### config.mk
export PLATFORM = sky130hd
export DESIGN_NAME = sram_controller
export DESIGN_NICKNAME = d
export VERILOG_FILES = /design/src/rtl/sram_controller_pkg.sv /design/src/rtl/sram_wait_counter.sv /design/src/rtl/sram_controller.sv
export SDC_FILE = /design/constraint.sdc
export NUM_CORES = 1
export LEC_CHECK = 0
export CAP_MARGIN = 15
export CORE_ASPECT_RATIO = 0.7
export CORE_UTILIZATION = 41
export CTS_CLUSTER_DIAMETER = 80
export DETAILED_ROUTE_END_ITERATION = 8
export GPL_ROUTABILITY_DRIVEN = 1
export PLACE_DENSITY_LB_ADDON = 0.12
export SLEW_MARGIN = 20
export SYNTH_ARGS = -nofsm -noshare
export SYNTH_HDL_FRONTEND = slang
export SYNTH_SLANG_ARGS = --single-unit
### constraint.sdc
create_clock -name clk -period 8.3 [get_ports clk]
set_clock_uncertainty 0.1 [all_clocks]
set_input_delay 2.075 -clock clk [delete_from_list [all_inputs] [get_ports clk]]
set_output_delay 2.075 -clock clk [all_outputs]
set_load 0.005 [all_outputs]
### src/rtl/sram_controller_pkg.sv
// Shared definitions for the half-word SRAM access sequencer.
package sram_controller_pkg;

  typedef enum logic [1:0] {
    SRAM_IDLE = 2'd0,
    SRAM_LOW  = 2'd1,
    SRAM_HIGH = 2'd2,
    SRAM_DONE = 2'd3
  } sram_state_t;

  localparam int DEF_BASE_ADDR   = 1024;
  localparam int DEF_SRAM_ADDR_W = 18;
  localparam int DEF_WAIT_CYCLES = 1;

endpackage

### src/rtl/sram_wait_counter.sv
// Phase-length counter: counts 0..WAIT_CYCLES within one SRAM phase.
// tc marks the last cycle of a phase, pre_tc the cycle just before it.
module sram_wait_counter #(
  parameter int WAIT_CYCLES = 1
) (
  input  logic clk,
  input  logic rst,
  input  logic load,
  input  logic inc,
  output logic tc,
  output logic pre_tc
);

  localparam int CW = (WAIT_CYCLES > 0) ? $clog2(WAIT_CYCLES + 1) : 1;

  logic [CW-1:0] count;

  // Clear on load (phase entry / exit), otherwise step through the phase.
  always_ff @(posedge clk or negedge rst) begin
    if (!rst) begin
      count <= '0;
    end else if (load) begin
      count <= '0;
    end else if (inc) begin
      count <= count + CW'(1);
    end
  end

  assign tc     = (count == CW'(WAIT_CYCLES));
  assign pre_tc = (WAIT_CYCLES > 0) && (count == CW'(WAIT_CYCLES - 1));

endmodule

### src/rtl/sram_controller.sv
// Sequences 32-bit LDR/STR accesses onto a 16-bit SRAM as two half-word
// phases (low half first) and holds the pipeline via ready until done.
module sram_controller
  import sram_controller_pkg::*;
#(
  parameter int BASE_ADDR   = DEF_BASE_ADDR,
  parameter int SRAM_ADDR_W = DEF_SRAM_ADDR_W,
  parameter int WAIT_CYCLES = DEF_WAIT_CYCLES
) (
  input  logic                   clk,
  input  logic                   rst,
  input  logic                   rd_en,
  input  logic                   wr_en,
  input  logic [31:0]            address,
  input  logic [31:0]            write_data,
  output logic [31:0]            read_data,
  output logic                   ready,
  output logic [SRAM_ADDR_W-1:0] sram_addr,
  output logic [15:0]            sram_dq_out,
  output logic                   sram_dq_oe,
  input  logic [15:0]            sram_dq_in,
  output logic                   sram_we_n
);

  // With a single-cycle phase there is no room to drop the strobe before
  // the phase ends, so the strobe is only pulsed when phases are stretched.
  localparam bit STROBE = (WAIT_CYCLES > 0);

  sram_state_t            state;
  logic                   op_wr;
  logic [SRAM_ADDR_W-2:0] word_q;
  logic [31:0]            wdata_q;

  logic                   req;
  logic                   in_phase;
  logic                   tc;
  logic                   pre_tc;
  logic [31:0]            offset;
  logic [SRAM_ADDR_W-2:0] word_in;
  logic                   unused_offset_bits;

  assign req      = rd_en | wr_en;
  assign in_phase = (state == SRAM_LOW) || (state == SRAM_HIGH);
  assign ready    = !req || (state == SRAM_DONE);

  // Addresses below BASE_ADDR simply wrap; only the word bits are kept.
  assign offset             = address - 32'(BASE_ADDR);
  assign word_in            = offset[SRAM_ADDR_W:2];
  assign unused_offset_bits = ^{offset[31:SRAM_ADDR_W+1], offset[1:0]};

  sram_wait_counter #(
    .WAIT_CYCLES(WAIT_CYCLES)
  ) u_wait (
    .clk   (clk),
    .rst   (rst),
    .load  (((state == SRAM_IDLE) && req) || (in_phase && tc)),
    .inc   (in_phase && !tc),
    .tc    (tc),
    .pre_tc(pre_tc)
  );

  // Transaction payload captured when leaving IDLE; later input changes are ignored.
  always_ff @(posedge clk) begin
    if ((state == SRAM_IDLE) && req) begin
      word_q  <= word_in;
      wdata_q <= write_data;
    end
  end

  // Access FSM with registered SRAM pin drive and read-data capture.
  always_ff @(posedge clk or negedge rst) begin
    if (!rst) begin
      state       <= SRAM_IDLE;
      op_wr       <= 1'b0;
      read_data   <= '0;
      sram_we_n   <= 1'b1;
      sram_dq_oe  <= 1'b0;
      sram_addr   <= '0;
      sram_dq_out <= '0;
    end else begin
      case (state)
        SRAM_IDLE: begin
          if (req) begin
            state       <= SRAM_LOW;
            op_wr       <= wr_en;
            sram_addr   <= {word_in, 1'b0};
            sram_dq_oe  <= wr_en;
            sram_dq_out <= write_data[15:0];
            sram_we_n   <= !(wr_en && STROBE);
          end
        end
        SRAM_LOW: begin
          if (tc) begin
            if (!op_wr) read_data[15:0] <= sram_dq_in;
            state       <= SRAM_HIGH;
            sram_addr   <= {word_q, 1'b1};
            sram_dq_out <= wdata_q[31:16];
            sram_we_n   <= !(op_wr && STROBE);
          end else if (pre_tc) begin
            sram_we_n <= 1'b1;
          end
        end
        SRAM_HIGH: begin
          if (tc) begin
            if (!op_wr) read_data[31:16] <= sram_dq_in;
            state      <= SRAM_DONE;
            sram_we_n  <= 1'b1;
            sram_dq_oe <= 1'b0;
          end else if (pre_tc) begin
            sram_we_n <= 1'b1;
          end
        end
        SRAM_DONE: state <= SRAM_IDLE;
        default:   state <= SRAM_IDLE;
      endcase
    end
  end

endmodule
==> results of run 1 <==
[state kept, by name, summed over array words and instances (netlist names)]
name	flops
sram_addr	18
u_wait.tc	1
wdata_q	16
read_data	32
sram_we_n	1
state	2
word_q	17
sram_dq_oe	1
op_wr	1
sram_dq_out	16
[report_power, final]
part / leakage (nW) / internal [W] / switching, W / total [W]
Clock: 0.137 / 0.000211 / 0.000180 / 0.000391
Sequential: 1.17 / 0.000776 / 0.000103 / 0.000879
Combinational: 1.15 / 0.000557 / 0.000414 / 0.000972
Total: 2.46 / 0.00154 / 0.000697 / 0.00224
[synthesized netlist by cell type, drive strengths merged]
cell type  number  area, um^2
nor4            2       25.02
a22o            2       17.52
a32oi           1       8.760
buf            13       102.6
dfrtp          71        1777
a32o            2       20.02
a21o            2       15.01
dfstp           1       26.28
mux2i          28       280.3
o21ai          30       150.1
or4             2       18.77
inv             7       26.28
a21oi           4       20.02
and3            2       12.51
edfxtp         33       991.0
ha              6       75.07
clkbuf          4       17.52
a211o           2       17.52
or3b            1       8.760
xor2            6       52.55
nand3b          1       7.510
nor2b           2       12.51
and2            3       18.77
mux2           34       382.9
or2             1       6.260
o211ai          1       21.27
nor3b           1       7.510
nand2b          2       12.51
o31ai           2       15.01
nor2           12       52.55
xnor2           1       8.760
nand2          33       123.9
o211a           1       10.01
[per-stage QoR]
| stage | hold WS [ns] | utilization | setup WS (ns) | area (um^2) | power, W |
|---|---|---|---|---|---|
| after floorplan | 0.3698 | - | 3.730 | 4342 | 0.001415 |
| after global placement | 0.3612 | 0.5603 | 2.607 | 5781 | 0.001852 |
| after detailed placement | 0.3714 | 0.5603 | 2.595 | 5781 | 0.001880 |
| after CTS | 0.3857 | 0.5865 | 2.591 | 6051 | 0.002279 |
| after global routing | 0.3947 | 0.5865 | 2.523 | 6051 | 0.002406 |
| final | 0.3774 | 0.5865 | 2.592 | 6051 | 0.002242 |
[final timing paths]
| check | end | start | slack [ns] |
|---|---|---|---|
| worst max-delay path | ready | wr_en | 2.59 |
| worst min-delay path | sram_dq_out[2]$_DFFE_PN0P_ | sram_dq_out[2]$_DFFE_PN0P_ | 0.38 |
| worst max register to register | sram_addr[14]$_DFFE_PN0P_ | state[0]$_DFFE_PN0P_ | 5.60 |
| worst min register to register | sram_dq_out[2]$_DFFE_PN0P_ | sram_dq_out[2]$_DFFE_PN0P_ | 0.38 |
| max in group asynchronous | sram_addr[2]$_DFFE_PN0P_ | rst | 5.72 |
| min in group asynchronous | read_data[18]$_DFFE_PN0P_ | rst | 1.75 |
[cell families after synthesis]
group,share of synthesized area
simple gates,0.07061
xor+xnor,0.01412
flops,0.6435
mux,0.1527
compound gates,0.06801
buf+inv,0.03372
fa+ha+maj,0.01729
[metal layers]
| layer | global-route usage | up-vias | wire length [um] | part of all wire |
|---|---|---|---|---|
| li1 | - | 1370 | - | - |
| met1 | 0.2364 | 1380 | 4292 | 0.47 |
| met2 | 0.2494 | 95 | 3950 | 0.44 |
| met3 | 0.06781 | 11 | 723 | 0.080 |
| met4 | 0.05987 | 0 | 108 | 0.012 |
| met5 | 0 | - | 0 | 0 |
[layout make-up]
type / count / area (um^2) / area share
clock buffers: 11 / 242.7 / 0.04012
clock inverters: 4 / 27.53 / 0.004549
inverters: 7 / 26.28 / 0.004342
multi-input cells: 184 / 1411 / 0.2333
flip-flops and latches: 105 / 2794 / 0.4617
well taps: 132 / 165.2 / 0.02730
repair buffers: 139 / 1384 / 0.2287
[worst reg2reg max path: stages, from the launching register on]
cell,delay [ns]
dfrtp_1,0.41
inv_1,0.13
ha_1,0.38
or3b_1,0.53
o211ai_4,0.13
buf_4,0.49
nor2_4,0.10
a211o_1,0.31
==> flow_summary.json, run 1 <==
{
  "outcome": "finished with violations",
  "violations": "design-rule violations",
  "power_density_mw_per_mm2": 370.5,
  "htreeDepth": 3,
  "first_iter_violations": 127,
  "start_util": 0.4208,
  "die_h_um": 88.10,
  "cts_sinks": 105,
  "grt-ovfl-total": 0,
  "critPathMaxStageDelay_ns": 0.49,
  "die-area_mm2": 0.01101,
  "fill_cells": 853,
  "holdPathStages": 2,
  "clock_latency_ns": 0.34,
  "dp_cells": 567,
  "max-slew-margin-rel": 0.2997,
  "peakVddDrop_v": 0.0001609,
  "syn_area_mm2": 0.004342,
  "drive_gt1_frac": 0.1333,
  "final_common_cell": "clkdlybuf4s50_1",
  "cp_top_family": "buffers and inverters",
  "fmax_mhz": 175.2,
  "nets": 536,
  "avgRoutedWirePerCell_um": 15.59,
  "num_io_pins": 153,
  "num_antenna_cells": 0,
  "grt_max_degree": 73,
  "path_clk_slew_ns": 0.06,
  "path_depth": 4,
  "hpwl_mm": 6.055,
  "worst_path_max_delay_cell": "clkdlybuf4s50_1",
  "ant_nets": 0,
  "hold_viol": 0,
  "slew_violations": 0,
  "cts_buffer_depth": 2,
  "vias_per_cell": 4.907,
  "gp_congestion": 0.7175,
  "cts_buffers": 9,
  "drtPass1Iterations": 6,
  "grtUsageTotal": 0.1724,
  "root_buffer": "clkbuf_16",
  "syn_inst": 313,
  "ys_ff_latch": 105,
  "crit_arrival_ns": 3.53,
  "tightest_slew_ns": 1.048,
  "critPathBufInv": 2,
  "cts-resized-gates": 0,
  "path_class": "in2out",
  "port_buffers": 137,
  "endpoint_kind": "output port",
  "hold_path_class": "reg2reg",
  "vias": 2856,
  "num_rows": 31,
  "final_cells": 582,
  "crit_path_start_kind": "primary input",
  "grt_first_pass_wirelength_mm": 14.32,
  "timing.final.crit_share": 0.6877,
  "max_cap_viol_count": 0,
  "path_max_fanout": 5,
  "post_cts_buffers": 0,
  "tritoncts": "done",
  "antenna_found_initial": 0,
  "finalSetupViolations": 0,
  "wl_mm": 9.074,
  "syn_area_per_cell_um2": 13.87,
  "area_growth_pct": 39.37,
  "hold_buffers": 0,
  "finalCriticalPeriod_ns": 5.708,
  "synth-seq-area-share": 0.6435,
  "setup-tns-final_ns": 0,
  "yosysWarnings": 0,
  "crit_required_ns": 6.12,
  "ys_types": 38,
  "cpMostUsedCell": "clkdlybuf4s50_1",
  "layout_common_cells": "clkdlybuf4s50_1 (136), dfrtp_1 (71), mux2_2 (34)",
  "rsz0062_at_grt": "no",
  "grt_pass1_vias": 2745,
  "drc_errors": 20,
  "worstPathCellList": "clkdlybuf4s50_1, nor2_1, or2_2, clkdlybuf4s50_1",
  "syn-num-nets": 403,
  "leakage_nw": 2.458,
  "coreArea_mm2": 0.01032,
  "fp.dieW_um": 125.0,
  "reg2regPathDepth": 7
}
Power figures use the tool's default switching activity.
==> run 2, diff against run 1 <==
==> constraint.sdc (replaced) <==
create_clock -name clk -period 5.7 [get_ports clk]
set_clock_uncertainty 0.1 [all_clocks]
set_input_delay 1.425 -clock clk [delete_from_list [all_inputs] [get_ports clk]]
set_output_delay 1.425 -clock clk [all_outputs]
set_load 0.005 [all_outputs]
==> flow_summary.json, run 2 (synthesis gave the netlist of run 1 again) <==
{
  "outcome": "finished with violations",
  "violations": "design-rule violations",
  "gp_congestion": 0.7117,
  "drive_gt1_frac": 0.1308,
  "max_cap_viol_count": 0,
  "fp.dieW_um": 125.0,
  "p_switching_w": 0.001016,
  "wl_mm": 9.102,
  "grt-ovfl-total": 0,
  "cts-resized-gates": 0,
  "reg2regPathDepth": 7,
  "die_h_um": 88.10,
  "clkPwrFrac": 0.171,
  "top_layer": "met4",
  "power_frac_comb": 0.435,
  "largest_reg_flops": 32,
  "crit_arrival_ns": 2.86,
  "first_iter_violations": 137,
  "cts_buffer_depth": 2,
  "path_max_fanout": 5,
  "finalCriticalPeriod_ns": 4.384,
  "timing.final.crit_share": 0.7692,
  "register_area_mm2": 0.002794,
  "hold_path_class": "reg2reg",
  "power_density_mw_per_mm2": 540.6,
  "holdPathStages": 2,
  "avgRoutedWirePerCell_um": 15.61,
  "grt_max_degree": 73,
  "pwr-share-seq": 0.394,
  "finalSetupViolations": 0,
  "antenna_found_initial": 0,
  "top_register": "read_data",
  "setup-tns-final_ns": 0,
  "vias_per_cell": 4.873,
  "hold_buffers": 0,
  "met3_length_um": 683,
  "port_buffers": 137,
  "area_growth_pct": 39.28,
  "grt_first_pass_wirelength_mm": 14.48,
  "final_common_cell": "clkdlybuf4s50_1",
  "place_worst_setup_slack_ns": 1.318,
  "tritoncts": "done",
  "drt-met1-wl_mm": 4.360,
  "peakVddDrop_v": 0.0002223,
  "grtUsageTotal": 0.1722,
  "intPower_w": 0.002253,
  "die-area_mm2": 0.01101,
  "start_util": 0.4208,
  "num_antenna_cells": 0,
  "endpoint_kind": "output port",
  "crit_path_start_kind": "primary input",
  "reg_top3": "read_data (32), sram_addr (18), word_q (17)",
  "htreeDepth": 3,
  "hold_viol": 0,
  "nets": 536,
  "coreArea_mm2": 0.01032,
  "clock_latency_ns": 0.33,
  "num_io_pins": 153,
  "crit_required_ns": 4.18,
  "num_rows": 31,
  "root_buffer": "clkbuf_16",
  "drtPass1Iterations": 8,
  "finalWorstSetupSlack_ns": 1.316,
  "route.met2.wl_mm": 3.974,
  "fmax_mhz": 228.1,
  "path_clk_slew_ns": 0.06,
  "slew_violations": 0,
  "switching_share": 0.3108,
  "multi_input_area_mm2": 0.001411,
  "max-slew-margin-rel": 0.3133,
  "cts_buffers": 9,
  "layout_common_cells": "clkdlybuf4s50_1 (136), dfrtp_1 (71), mux2_2 (34)",
  "drc_errors": 20,
  "vias": 2841,
  "hpwl_mm": 6.220,
  "post_cts_buffers": 0,
  "fill_cells": 837,
  "rsz0062_at_grt": "no",
  "path_class": "in2out",
  "ant_nets": 0,
  "tightest_slew_ns": 1.028,
  "cts_sinks": 105,
  "grt_pass1_vias": 2840,
  "leakage_nw": 2.455
}
-- run 2: cell types whose count changed in the layout (fill, tap and decap cells not counted) --
cell      before  now
clkinv_2       0    2
clkinv_4       1    0
inv_4          3    1
clkbuf_1       1    3
-- run 2: area by class of cell --
type,instances,share of cell area
sequential,105,0.4620
multi-input combinational,184,0.2334
timing repair buffer,139,0.2288
clock buffer,13,0.04138
tap,132,0.02731
inverter,7,0.004345
clock inverter,3,0.002690
-- run 2: power groups by stage --
stage	combinational [W]	sequential [W]	clock, W
4_1_cts	0.00145	0.00129	0.000579
3_3_place_gp	0.00142	0.00128	0
3_5_place_dp	0.00145	0.00130	0
2_1_floorplan	0.000761	0.00130	0
5_1_grt	0.00157	0.00133	0.000610
6_report	0.00142	0.00129	0.000561
-- run 2: path summary, 6_finish.rpt --
check / startpoint / end / slack (ns)
min reg2reg: sram_dq_out[0]$_DFFE_PN0P_ / sram_dq_out[0]$_DFFE_PN0P_ / 0.38
max reg2reg: state[0]$_DFFE_PN0P_ / sram_addr[14]$_DFFE_PN0P_ / 2.81
max: wr_en / ready / 1.32
min: sram_dq_out[0]$_DFFE_PN0P_ / sram_dq_out[0]$_DFFE_PN0P_ / 0.38
max in group asynchronous: rst / sram_addr[5]$_DFFE_PN0P_ / 3.78
min in group asynchronous: rst / read_data[2]$_DFFE_PN0P_ / 1.11
-- run 2: per-layer routing --
metal | GRT usage | up-vias
met1 | 0.2375 | 1363
met3 | 0.05864 | 8
met5 | 0 | -
met2 | 0.2580 | 95
li1 | - | 1375
met4 | 0.05322 | 0
-- run 2: worst max-delay path, stage by stage --
cell,delay [ns]
clkdlybuf4s50_1,0.47
nor2_1,0.31
or2_2,0.17
clkdlybuf4s50_1,0.48
-- run 2: stage by stage --
stage | cells | util | power [W] | hold slack, ns | area, um^2
after detailed placement | 567 | 0.5603 | 0.002747 | 0.3702 | 5781
after global routing | 583 | 0.5861 | 0.003504 | 0.4089 | 6047
final | 583 | 0.5861 | 0.003269 | 0.3802 | 6047
after CTS | 583 | 0.5861 | 0.003318 | 0.3847 | 6047
after global placement | 567 | 0.5603 | 0.002700 | 0.3604 | 5781
after floorplan | 313 | - | 0.002060 | 0.3698 | 4342
==> run 3, diff against run 2 <==
==> constraint.sdc (replaced) <==
create_clock -name clk -period 4.3 [get_ports clk]
set_clock_uncertainty 0.1 [all_clocks]
set_input_delay 1.075 -clock clk [delete_from_list [all_inputs] [get_ports clk]]
set_output_delay 1.075 -clock clk [all_outputs]
set_load 0.005 [all_outputs]
==> flow_summary.json, run 3 (synthesis gave the netlist of run 1 again) <==
{
  "outcome": "finished with violations",
  "violations": "design-rule violations",
  "wl_mm": 9.186,
  "num_rows": 31,
  "start_util": 0.4208,
  "regToRegSetupSlack_ns": 1.33,
  "slew_violations": 0,
  "layout_common_cells": "clkdlybuf4s50_1 (136), dfrtp_1 (71), mux2_2 (34)",
  "placed_area_mm2": 0.005788,
  "port_buffers": 137,
  "max-slew-margin-rel": 0.3744,
  "grt_pass1_vias": 2743,
  "path_max_fanout": 5,
  "cts_buffers": 9,
  "vias": 2869,
  "avgRoutedWirePerCell_um": 15.73,
  "leakage_nw": 2.456,
  "hold_buffers": 0,
  "max_cap_viol_count": 0,
  "fin_util": 0.5890,
  "cts_sinks": 105,
  "gp_congestion": 0.7017,
  "finalCriticalPeriod_ns": 3.697,
  "whs_endpoint": "sram_dq_out[4]$_DFFE_PN0P_",
  "drc_errors": 20,
  "final_cells": 584,
  "drtPass1Iterations": 6,
  "rsz0062_at_grt": "no",
  "num_io_pins": 153,
  "r2r_start": "state[1]$_DFFE_PN0P_",
  "path_class": "in2out",
  "root_buffer": "clkbuf_16",
  "vias_per_cell": 4.913,
  "hpwl_mm": 6.292,
  "holdPathStages": 2,
  "reg_top3": "read_data (32), sram_addr (18), word_q (17)",
  "top_register": "read_data",
  "num_antenna_cells": 0,
  "register_area_mm2": 0.002794,
  "crit_required_ns": 3.12,
  "post_cts_buffers": 0,
  "grtUsageTotal": 0.1719,
  "clock_latency_ns": 0.34,
  "final_area_mm2": 0.006077,
  "peakVddDrop_v": 0.0003489,
  "setup-tns-final_ns": 0,
  "htreeDepth": 3,
  "hp-start": "sram_dq_out[4]$_DFFE_PN0P_",
  "grt_max_degree": 73,
  "r2r-end": "read_data[7]$_DFFE_PN0P_",
  "first_iter_violations": 97,
  "cts_buffer_depth": 2,
  "fmax_mhz": 270.5,
  "die-area_mm2": 0.01101,
  "finalSetupViolations": 0,
  "hold_viol": 0,
  "cpMostUsedCell": "clkdlybuf4s50_1",
  "final_common_cell": "clkdlybuf4s50_1",
  "dp_cells": 568,
  "ant_nets": 0,
  "crit_path_start_kind": "primary input",
  "endpoint_kind": "output port",
  "coreArea_mm2": 0.01032,
  "antenna_found_initial": 0,
  "nets": 537,
  "fp.dieW_um": 125.0,
  "critPathMaxStageDelay_ns": 0.49,
  "die_h_um": 88.10,
  "area_growth_pct": 39.97,
  "hold_path_class": "reg2reg",
  "grt-ovfl-total": 0,
  "largest_reg_flops": 32,
  "reg2regPathDepth": 6,
  "multi_input_area_mm2": 0.001411,
  "worst_path_max_delay_cell": "clkdlybuf4s50_1",
  "crit_arrival_ns": 2.52,
  "power_density_mw_per_mm2": 722.8,
  "worstPathCellList": "clkdlybuf4s50_1, nor2_1, or2_2, clkdlybuf4s50_1",
  "tritoncts": "done",
  "fill_cells": 834,
  "path_clk_slew_ns": 0.06,
  "tightest_slew_ns": 0.9384,
  "cts-resized-gates": 0,
  "grt_first_pass_wirelength_mm": 14.35,
  "holdWs_ns": 0.3822,
  "timing.final.crit_share": 0.8598,
  "drive_gt1_frac": 0.1327
}
## run 3: power by group
part / switching (W) / total, W / internal [W]
clock network: 0.000354 / 0.000804 / 0.000450
registers: 0.000206 / 0.00170 / 0.00150
logic: 0.000800 / 0.00189 / 0.00109
## run 3: worst max-delay path by stage
| stage | endpoint | slack [ns] | start | depth (start not counted) |
|---|---|---|---|---|
| global placement | ready | 0.60 | wr_en | 4 |
| finish | ready | 0.60 | wr_en | 4 |
| floorplan | wdata_q[16]$_DFFE_PP_ | 1.11 | wr_en | 2 |
| CTS | ready | 0.59 | wr_en | 4 |
| global route | ready | 0.52 | wr_en | 4 |
| detailed placement | ready | 0.60 | wr_en | 4 |
## run 3: metal layers
layer  track usage  wire length [um]  vias to the layer above
met5             0                 0                        -
met4       0.05100                98                        0
met3       0.06659               707                       10
met2        0.2585              4006                       93
met1        0.2319              4374                     1382
li1              -                 -                     1384
## run 3: metrics by stage
| stage | total power (W) | worst slack [ns] |
|---|---|---|
| after floorplan | 0.002731 | 1.113 |
| after global placement | 0.003583 | 0.6039 |
| after detailed placement | 0.003648 | 0.6040 |
| after CTS | 0.004458 | 0.5942 |
| after global routing | 0.004696 | 0.5155 |
| final | 0.004393 | 0.6027 |
## run 3: final cells by class
class	instances	area share
clock buffer	11	0.03830
clock inverter	5	0.009265
inverter	7	0.004324
multi-input combinational	184	0.2322
sequential	105	0.4597
tap	132	0.02718
timing repair buffer	140	0.2289
## run 3: worst max-delay path: cells and delay by family
family                 cells  cell delay [ns]
AND/OR/NAND/NOR            2             0.48
buffers and inverters      2             0.96
